$ cat src/rtl/branch_redirect_ctrl.sv
// Fetch redirect sequencer: one pending redirect per warp, round-robin grant,
// flush + drain before mispredict redirects, valid/ready handoff to fetch.
module branch_redirect_ctrl #(
  parameter int NUM_WARPS     = 4,
  parameter int ADDR_WIDTH    = 32,
  parameter int FLUSH_CYCLES  = 2,
  localparam int WARP_ID_WIDTH = (NUM_WARPS > 1) ? $clog2(NUM_WARPS) : 1
) (
  input  logic                     clk,
  input  logic                     rst_n,
  input  logic                     pred_valid,
  input  logic [WARP_ID_WIDTH-1:0] pred_warp_id,
  input  logic [ADDR_WIDTH-1:0]    pred_target,
  input  logic                     mispredict_valid,
  input  logic [WARP_ID_WIDTH-1:0] mispredict_warp_id,
  input  logic [ADDR_WIDTH-1:0]    mispredict_pc,
  input  logic                     fetch_redirect_ready,
  output logic                     fetch_redirect_valid,
  output logic [WARP_ID_WIDTH-1:0] fetch_redirect_warp_id,
  output logic [ADDR_WIDTH-1:0]    fetch_redirect_pc,
  output logic                     flush_valid,
  output logic [WARP_ID_WIDTH-1:0] flush_warp_id,
  output logic [NUM_WARPS-1:0]     warp_stall,
  output logic                     busy
);

  localparam int CNT_W = $clog2(FLUSH_CYCLES + 1);

  typedef enum logic [1:0] {IDLE, FLUSH, DRAIN, REDIRECT} state_t;

  state_t                   state, state_nxt;
  logic [NUM_WARPS-1:0]     pend_v, pend_mis;
  logic [ADDR_WIDTH-1:0]    pend_pc [NUM_WARPS];
  logic [WARP_ID_WIDTH-1:0] rr_ptr, active_warp, grant_warp, cand;
  logic [ADDR_WIDTH-1:0]    active_pc;
  logic [CNT_W-1:0]         drain_cnt;
  logic                     grant_any, grant;

  // First pending warp after rr_ptr, wrapping around.
  always_comb begin
    grant_any  = 1'b0;
    grant_warp = '0;
    cand       = '0;
    for (int i = 1; i <= NUM_WARPS; i++) begin
      cand = WARP_ID_WIDTH'((int'(rr_ptr) + i) % NUM_WARPS);
      if (!grant_any && pend_v[cand]) begin
        grant_any  = 1'b1;
        grant_warp = cand;
      end
    end
  end

  assign grant = (state == IDLE) && grant_any;

  always_ff @(posedge clk or negedge rst_n) begin
    if (!rst_n) state <= IDLE;
    else        state <= state_nxt;
  end

  always_comb begin
    state_nxt              = state;
    fetch_redirect_valid   = 1'b0;
    fetch_redirect_warp_id = '0;
    fetch_redirect_pc      = '0;
    flush_valid            = 1'b0;
    flush_warp_id          = '0;
    case (state)
      IDLE: begin
        if (grant_any) state_nxt = pend_mis[grant_warp] ? FLUSH : REDIRECT;
      end
      FLUSH: begin
        flush_valid   = 1'b1;
        flush_warp_id = active_warp;
        state_nxt     = DRAIN;
      end
      DRAIN: begin
        if (drain_cnt == CNT_W'(1)) state_nxt = REDIRECT;
      end
      REDIRECT: begin
        fetch_redirect_valid   = 1'b1;
        fetch_redirect_warp_id = active_warp;
        fetch_redirect_pc      = active_pc;
        if (fetch_redirect_ready) state_nxt = IDLE;
      end
      default: state_nxt = IDLE;
    endcase
  end

  // Control registers: grant bookkeeping and drain timer.
  always_ff @(posedge clk or negedge rst_n) begin
    if (!rst_n) begin
      rr_ptr      <= WARP_ID_WIDTH'(NUM_WARPS - 1);
      active_warp <= '0;
      drain_cnt   <= '0;
    end else begin
      if (grant) begin
        active_warp <= grant_warp;
        rr_ptr      <= grant_warp;
      end
      if (state == FLUSH)      drain_cnt <= CNT_W'(FLUSH_CYCLES);
      else if (state == DRAIN) drain_cnt <= drain_cnt - CNT_W'(1);
    end
  end

  // A new event on a warp wins over its clear-on-grant in the same cycle;
  // a prediction never displaces a mispredict that is still pending.
  always_ff @(posedge clk or negedge rst_n) begin
    if (!rst_n) begin
      pend_v   <= '0;
      pend_mis <= '0;
    end else begin
      for (int w = 0; w < NUM_WARPS; w++) begin
        if (mispredict_valid && mispredict_warp_id == WARP_ID_WIDTH'(w)) begin
          pend_v[w]   <= 1'b1;
          pend_mis[w] <= 1'b1;
        end else if (pred_valid && pred_warp_id == WARP_ID_WIDTH'(w) &&
                     !(pend_v[w] && pend_mis[w] &&
                       !(grant && grant_warp == WARP_ID_WIDTH'(w)))) begin
          pend_v[w]   <= 1'b1;
          pend_mis[w] <= 1'b0;
        end else if (grant && grant_warp == WARP_ID_WIDTH'(w)) begin
          pend_v[w]   <= 1'b0;
        end
      end
    end
  end

  // PC datapath: only observed behind pend_v / state qualifiers.
  always_ff @(posedge clk) begin
    if (grant) active_pc <= pend_pc[grant_warp];
    for (int w = 0; w < NUM_WARPS; w++) begin
      if (mispredict_valid && mispredict_warp_id == WARP_ID_WIDTH'(w))
        pend_pc[w] <= mispredict_pc;
      else if (pred_valid && pred_warp_id == WARP_ID_WIDTH'(w) &&
               !(pend_v[w] && pend_mis[w] &&
                 !(grant && grant_warp == WARP_ID_WIDTH'(w))))
        pend_pc[w] <= pred_target;
    end
  end

  assign busy = (state != IDLE);

  always_comb begin
    warp_stall = '0;
    for (int w = 0; w < NUM_WARPS; w++)
      warp_stall[w] = pend_v[w] | (busy && active_warp == WARP_ID_WIDTH'(w));
  end

endmodule
$ cat config.mk
export PLATFORM = sky130hd
export DESIGN_NAME = branch_redirect_ctrl
export DESIGN_NICKNAME = d
export VERILOG_FILES = /design/src/rtl/branch_redirect_ctrl.sv
export SDC_FILE = /design/constraint.sdc
export NUM_CORES = 1
export LEC_CHECK = 0
export BUFFER_PORTS_ARGS = -buffer_cell sky130_fd_sc_hd__clkbuf_2
export CAP_MARGIN = 15
export CORE_MARGIN = 8
export CORE_UTILIZATION = 60
export CTS_CLUSTER_SIZE = 25
export DETAILED_ROUTE_END_ITERATION = 12
export PLACE_DENSITY = 0.89
export SYNTH_ARGS = -nofsm -noshare
export SYNTH_HDL_FRONTEND = slang
export SYNTH_SLANG_ARGS = --single-unit
$ cat constraint.sdc
create_clock -name clk -period 7.2 [get_ports clk]
set_input_delay 1.44 -clock clk [delete_from_list [all_inputs] [get_ports clk]]
set_output_delay 1.44 -clock clk [all_outputs]
set_load 0.03 [all_outputs]
[Yosys cells after proc, flatten, opt, wreduce, memory -nomap -nowiden]
Memory sizes are Yosys's and may differ from the RTL's. A register that Yosys moved wholly into a read port is not among the register bits.
Cells that the tools add are included.
Word-level totals
  memory bits (writable): 128
  output and inout bits: 43
  word-level logic and storage cells: 183
  bits in registers: 16
  memories kept: 1
  input port bits: 73
Cells by class
  magnitude comparators: 5
  multiplexer cells: 74
  eq/ne operators: 19
  reductions and logical operators: 59
  bitwise gates (word level): 8
  $add $sub $neg: 5
Memory list
  pend_pc: depth 4, width 32, read ports 1, clocked after Yosys merged registers in 1, wr ports 4, line 33  | logic [ADDR_WIDTH-1:0] pend_pc [NUM_WARPS];
Operators by type and width (number)
  $mux W32: 5
  $mux W1: 51
  $logic_and A1 B1 Y1: 32
  $mux W2: 12
  $eq A2 B2 Y1 const B: 10
  $lt A2 B3 Y1 const B: 5
  $eq A2 B1 Y1 const B: 6
  $reduce_bool A2 Y1: 6
  $reduce_bool A3 Y1: 4
  $logic_not A1 Y1: 11
  $bmux W1 S2: 5
  $logic_not A2 Y1: 5
  $or A1 B1 Y1: 8
  $pmux W2 S4: 1
  $ne A2 B2 Y1 const B: 3
  $add A2 B1 Y2 const B: 2
  $add A2 B2 Y2 const B: 2
  $reduce_and A3 Y1: 1
  $sub A2 B1 Y2 const B: 1

[Depth between registers and ports, before layout]
  depth after elaboration: 23
  depth in mapped cells: 9
  depth with buffers taken out: 8

[Least setup slack after synthesis]
No wires, ideal clock.
  kind: flip-flop to output port
  start: reg state[0]
  end: out warp_stall[1]
  path slack: 3908 ps
  arrival time: 1852 ps
  stages on the path, launching flop included: 6
  cells stage by stage: dfrtp_1 inv_1 ha_1 inv_1 nand2_1 o21ai_0
On the way
  cells in the longest elaborated chain, start to end: 3
RTL lines
  from (decl): line 31  | state_t state, state_nxt;
  from (signal assigned): line 57  | else state <= state_nxt;
  $reduce_bool A2 Y1: line 141  | assign busy = (state != IDLE);
  named net busy: line 24  | output logic busy
  $logic_and A1 B1 Y1: line 146  | warp_stall[w] = pend_v[w] | (busy && active_warp == WARP_ID_WIDTH'(w));
  $or A1 B1 Y1: line 146
  to (decl): line 23  | output logic [NUM_WARPS-1:0] warp_stall,
The timed path passes the listed nets, and every way through them passes these cells.

==> results.yml <==
clock_tree:
  cts.root.buffer_cell: "clkbuf_16"
  cts_setup_buffers: 0
  cts_max_level: 4
  clk_pin_slew_worst_paths_ps: 60
  clock_latency_ps: 430
  cts.sinks: 176
  cts.path.max_buffers: 2
  cts_tree: "built"
  cts_buffers: 17
  cts-hold-fix-buffers: 0
  cts_resized: 0
synth:
  synth_most_common_cell: "edfxtp_1"
  synth_common_cells: "edfxtp_1 (160), mux2_2 (127), a21oi_1 (38), and2_1 (38), nor2_1 (36)"
  yosysWarnings: 0
  syn_inst: 615
  synth_nets: 694
  ys_seq_area_share_pct: 59.5
  syn_avg_cell_area_um2: 14.2
  yosysTopAreaCell: "edfxtp_1"
  ys.flop_type: "edfxtp_1"
  synth_cell_type_count: 46
  synthArstFlopShare_pct: 9.09
  yosysTopAreaCellShare_pct: 54.9
  synth-edff-count: 160
  synth_area_leaders: "edfxtp_1 (55%), mux2_2 (16%), mux2_1 (4.4%)"
  synth_area_um2: 8750
  ys_ff_latch: 176
finish:
  synthToLayoutAreaGrowth_pct: 14.3
  layout-drive-gt1-share_pct: 40.1
  antenna_cells: 0
  nNetsFinal: 795
worst_hold_path:
  hold_class: "reg -> reg"
worst_setup_path:
  crit_arrival_ps: 3700
  critPathTopFamily: "simple AND/OR/NAND/NOR gates"
  crit_type: "reg -> reg"
  path_buf_inv: 1
  cp_max_fo: 68
  reg2reg_slack_ps: 3550
  endpoint_kind: "flip-flop"
  cpPeakStageDelay_ps: 800
  cp_cell_sequence: "nor2_1 -> a221oi_4 -> buf_4 -> nand3b_4 -> a31oi_1 -> or2_2"
  cp.required_ps: 7250
  cpMaxStageDelayCell: "buf_4"
  cp-start-kind: "flip-flop"
drt:
  drcViolationCount: 0
  vias: 5559
  drtIter0Drc: 491
  dr.pass1.iters: 5
  via_per_inst: 6.09
  wl_um: 20000
  antenna_left: 0
  routedWlPerCell_um: 21.9
power:
  seqPwrFrac_pct: 37.8
  ir_drop_mv: 0.325
  power_switching_mw: 1.53
  comb_power_share_pct: 40.5
  power_density_nw_per_um2: 416
  fin_total_pwr_mw: 4.15
  p_leak_nw: 3.83
  p_sw_share_pct: 36.7
  power_frac_clock_pct: 21.7
  p_int_mw: 2.63
placed_design:
  place_ws_ps: 3570
  gp_congestion: 0.867
  port_buffers: 115
  dp_hpwl_um: 12200
timing:
  timing.final.crit_share_pct: 50.7
  finalHoldViolations: 0
  maxSlewViolCount: 0
  relSlewSlack_pct: 27.9
  tightest_slew_ps: 1080
  clock.fmax_mhz: 274
  fin_crit_ps: 3650
  skew_ps: 6.38
  setup_slack_ps: 3550
  setup_viol: 0
  tns_ps: 0
  rsz0062_at_grt: "no"
  fin_hold_ws_ps: 508
global_routing:
  grt_max_degree: 69
  grt_pass1_vias: 5841
  grt_use_total_pct: 22.0
  grt_overflow: 0
  antenna_found_initial: 0
  grt_pass1_wl_um: 31200
die:
  io_pins: 116
  initial_core_util_pct: 60.9
  die_area_um2: 18700
  rows: 44
  die_h_um: 137
  fp.coreArea_um2: 14400
  fp.dieW_um: 137
job:
  maxCapViolCount: 0
outcome:
  status: "completed"
[path summary, 6_finish.rpt]
kind | from | cells past startpoint | end
max in group asynchronous | rst_n | 1 | rr_ptr[0]
worst min-delay path | drain_cnt[0] | 1 | drain_cnt[0]
worst max-delay path | rr_ptr[1] | 6 | pend_pc[3][29]
min in group asynchronous | rst_n | 1 | active_warp[1]
worst min register to register | drain_cnt[0] | 1 | drain_cnt[0]
worst max register to register | rr_ptr[1] | 6 | pend_pc[3][29]
[cells in the final DEF (no fill, tap or decap), types with 3 or more instances in the layout]
cell,count
edfxtp_1,160
mux2_2,127
clkbuf_2,115
a21oi_1,38
and2_1,37
nor2_1,36
mux2i_1,35
mux2_1,34
clkbuf_16,17
inv_1,15
dfrtp_1,14
nand2_1,11
o21ai_0,10
ha_1,6
nand3b_1,5
clkinv_2,5
nand3_1,4
buf_4,4
o211ai_1,3
nand2_2,3
[per-layer routing]
metal | up-vias | part of all wire [%] | track usage, %
met5 | - | 0 | 0
met2 | 224 | 50 | 37.7
met4 | 0 | 2.8 | 9.70
li1 | 2516 | - | -
met3 | 47 | 8.2 | 6.98
met1 | 2772 | 38 | 24.8
[through the flow]
stage / cell area, um2 / instances / utilization, %
CTS: 10000 / 913 / 69.6
global placement: 9420 / 881 / 65.6
finish: 10000 / 913 / 69.6
global route: 10000 / 913 / 69.6
floorplan: 8750 / 615 / -
detailed placement: 9420 / 881 / 65.6
[power groups by stage]
stage / combinational [mW] / sequential, mW / clock (mW)
2_1_floorplan: 1.30 / 1.52 / 0
3_3_place_gp: 1.62 / 1.57 / 0
4_1_cts: 1.70 / 1.57 / 0.905
6_report: 1.68 / 1.57 / 0.901
3_5_place_dp: 1.67 / 1.59 / 0
5_1_grt: 1.83 / 1.59 / 0.943
[sequential cells by signal (all words and copies together) (netlist names)]
name / cells
pend_pc: 128
drain_cnt: 2
pend_v: 4
state: 2
active_warp: 2
rr_ptr: 2
pend_mis: 4
active_pc: 32
[area by class of cell]
class / instances / area [um2]
sequential: 176 / 5210
inverter: 16 / 60.1
timing repair buffer: 119 / 606
tap: 184 / 230
clock inverter: 11 / 113
clock buffer: 21 / 460
multi-input combinational: 386 / 3320
fill: 957 / 4370
[worst register-to-register path, cell delays in order, from the launching register on]
cell and delay [ps]:
dfstp_2 660, nor2_1 130, a221oi_4 280, buf_4 800, nand3b_4 280, a31oi_1 340
or2_2 780
[cell families after synthesis]
logic type | after synthesis | synth area share [%]
mux | 196 | 24.7
flops | 176 | 59.5
simple gates | 109 | 6.55
compound gates | 75 | 5.45
buf+inv | 53 | 2.86
fa+ha+maj | 6 | 0.858
Note: power is estimated with default switching activity, not from simulation.
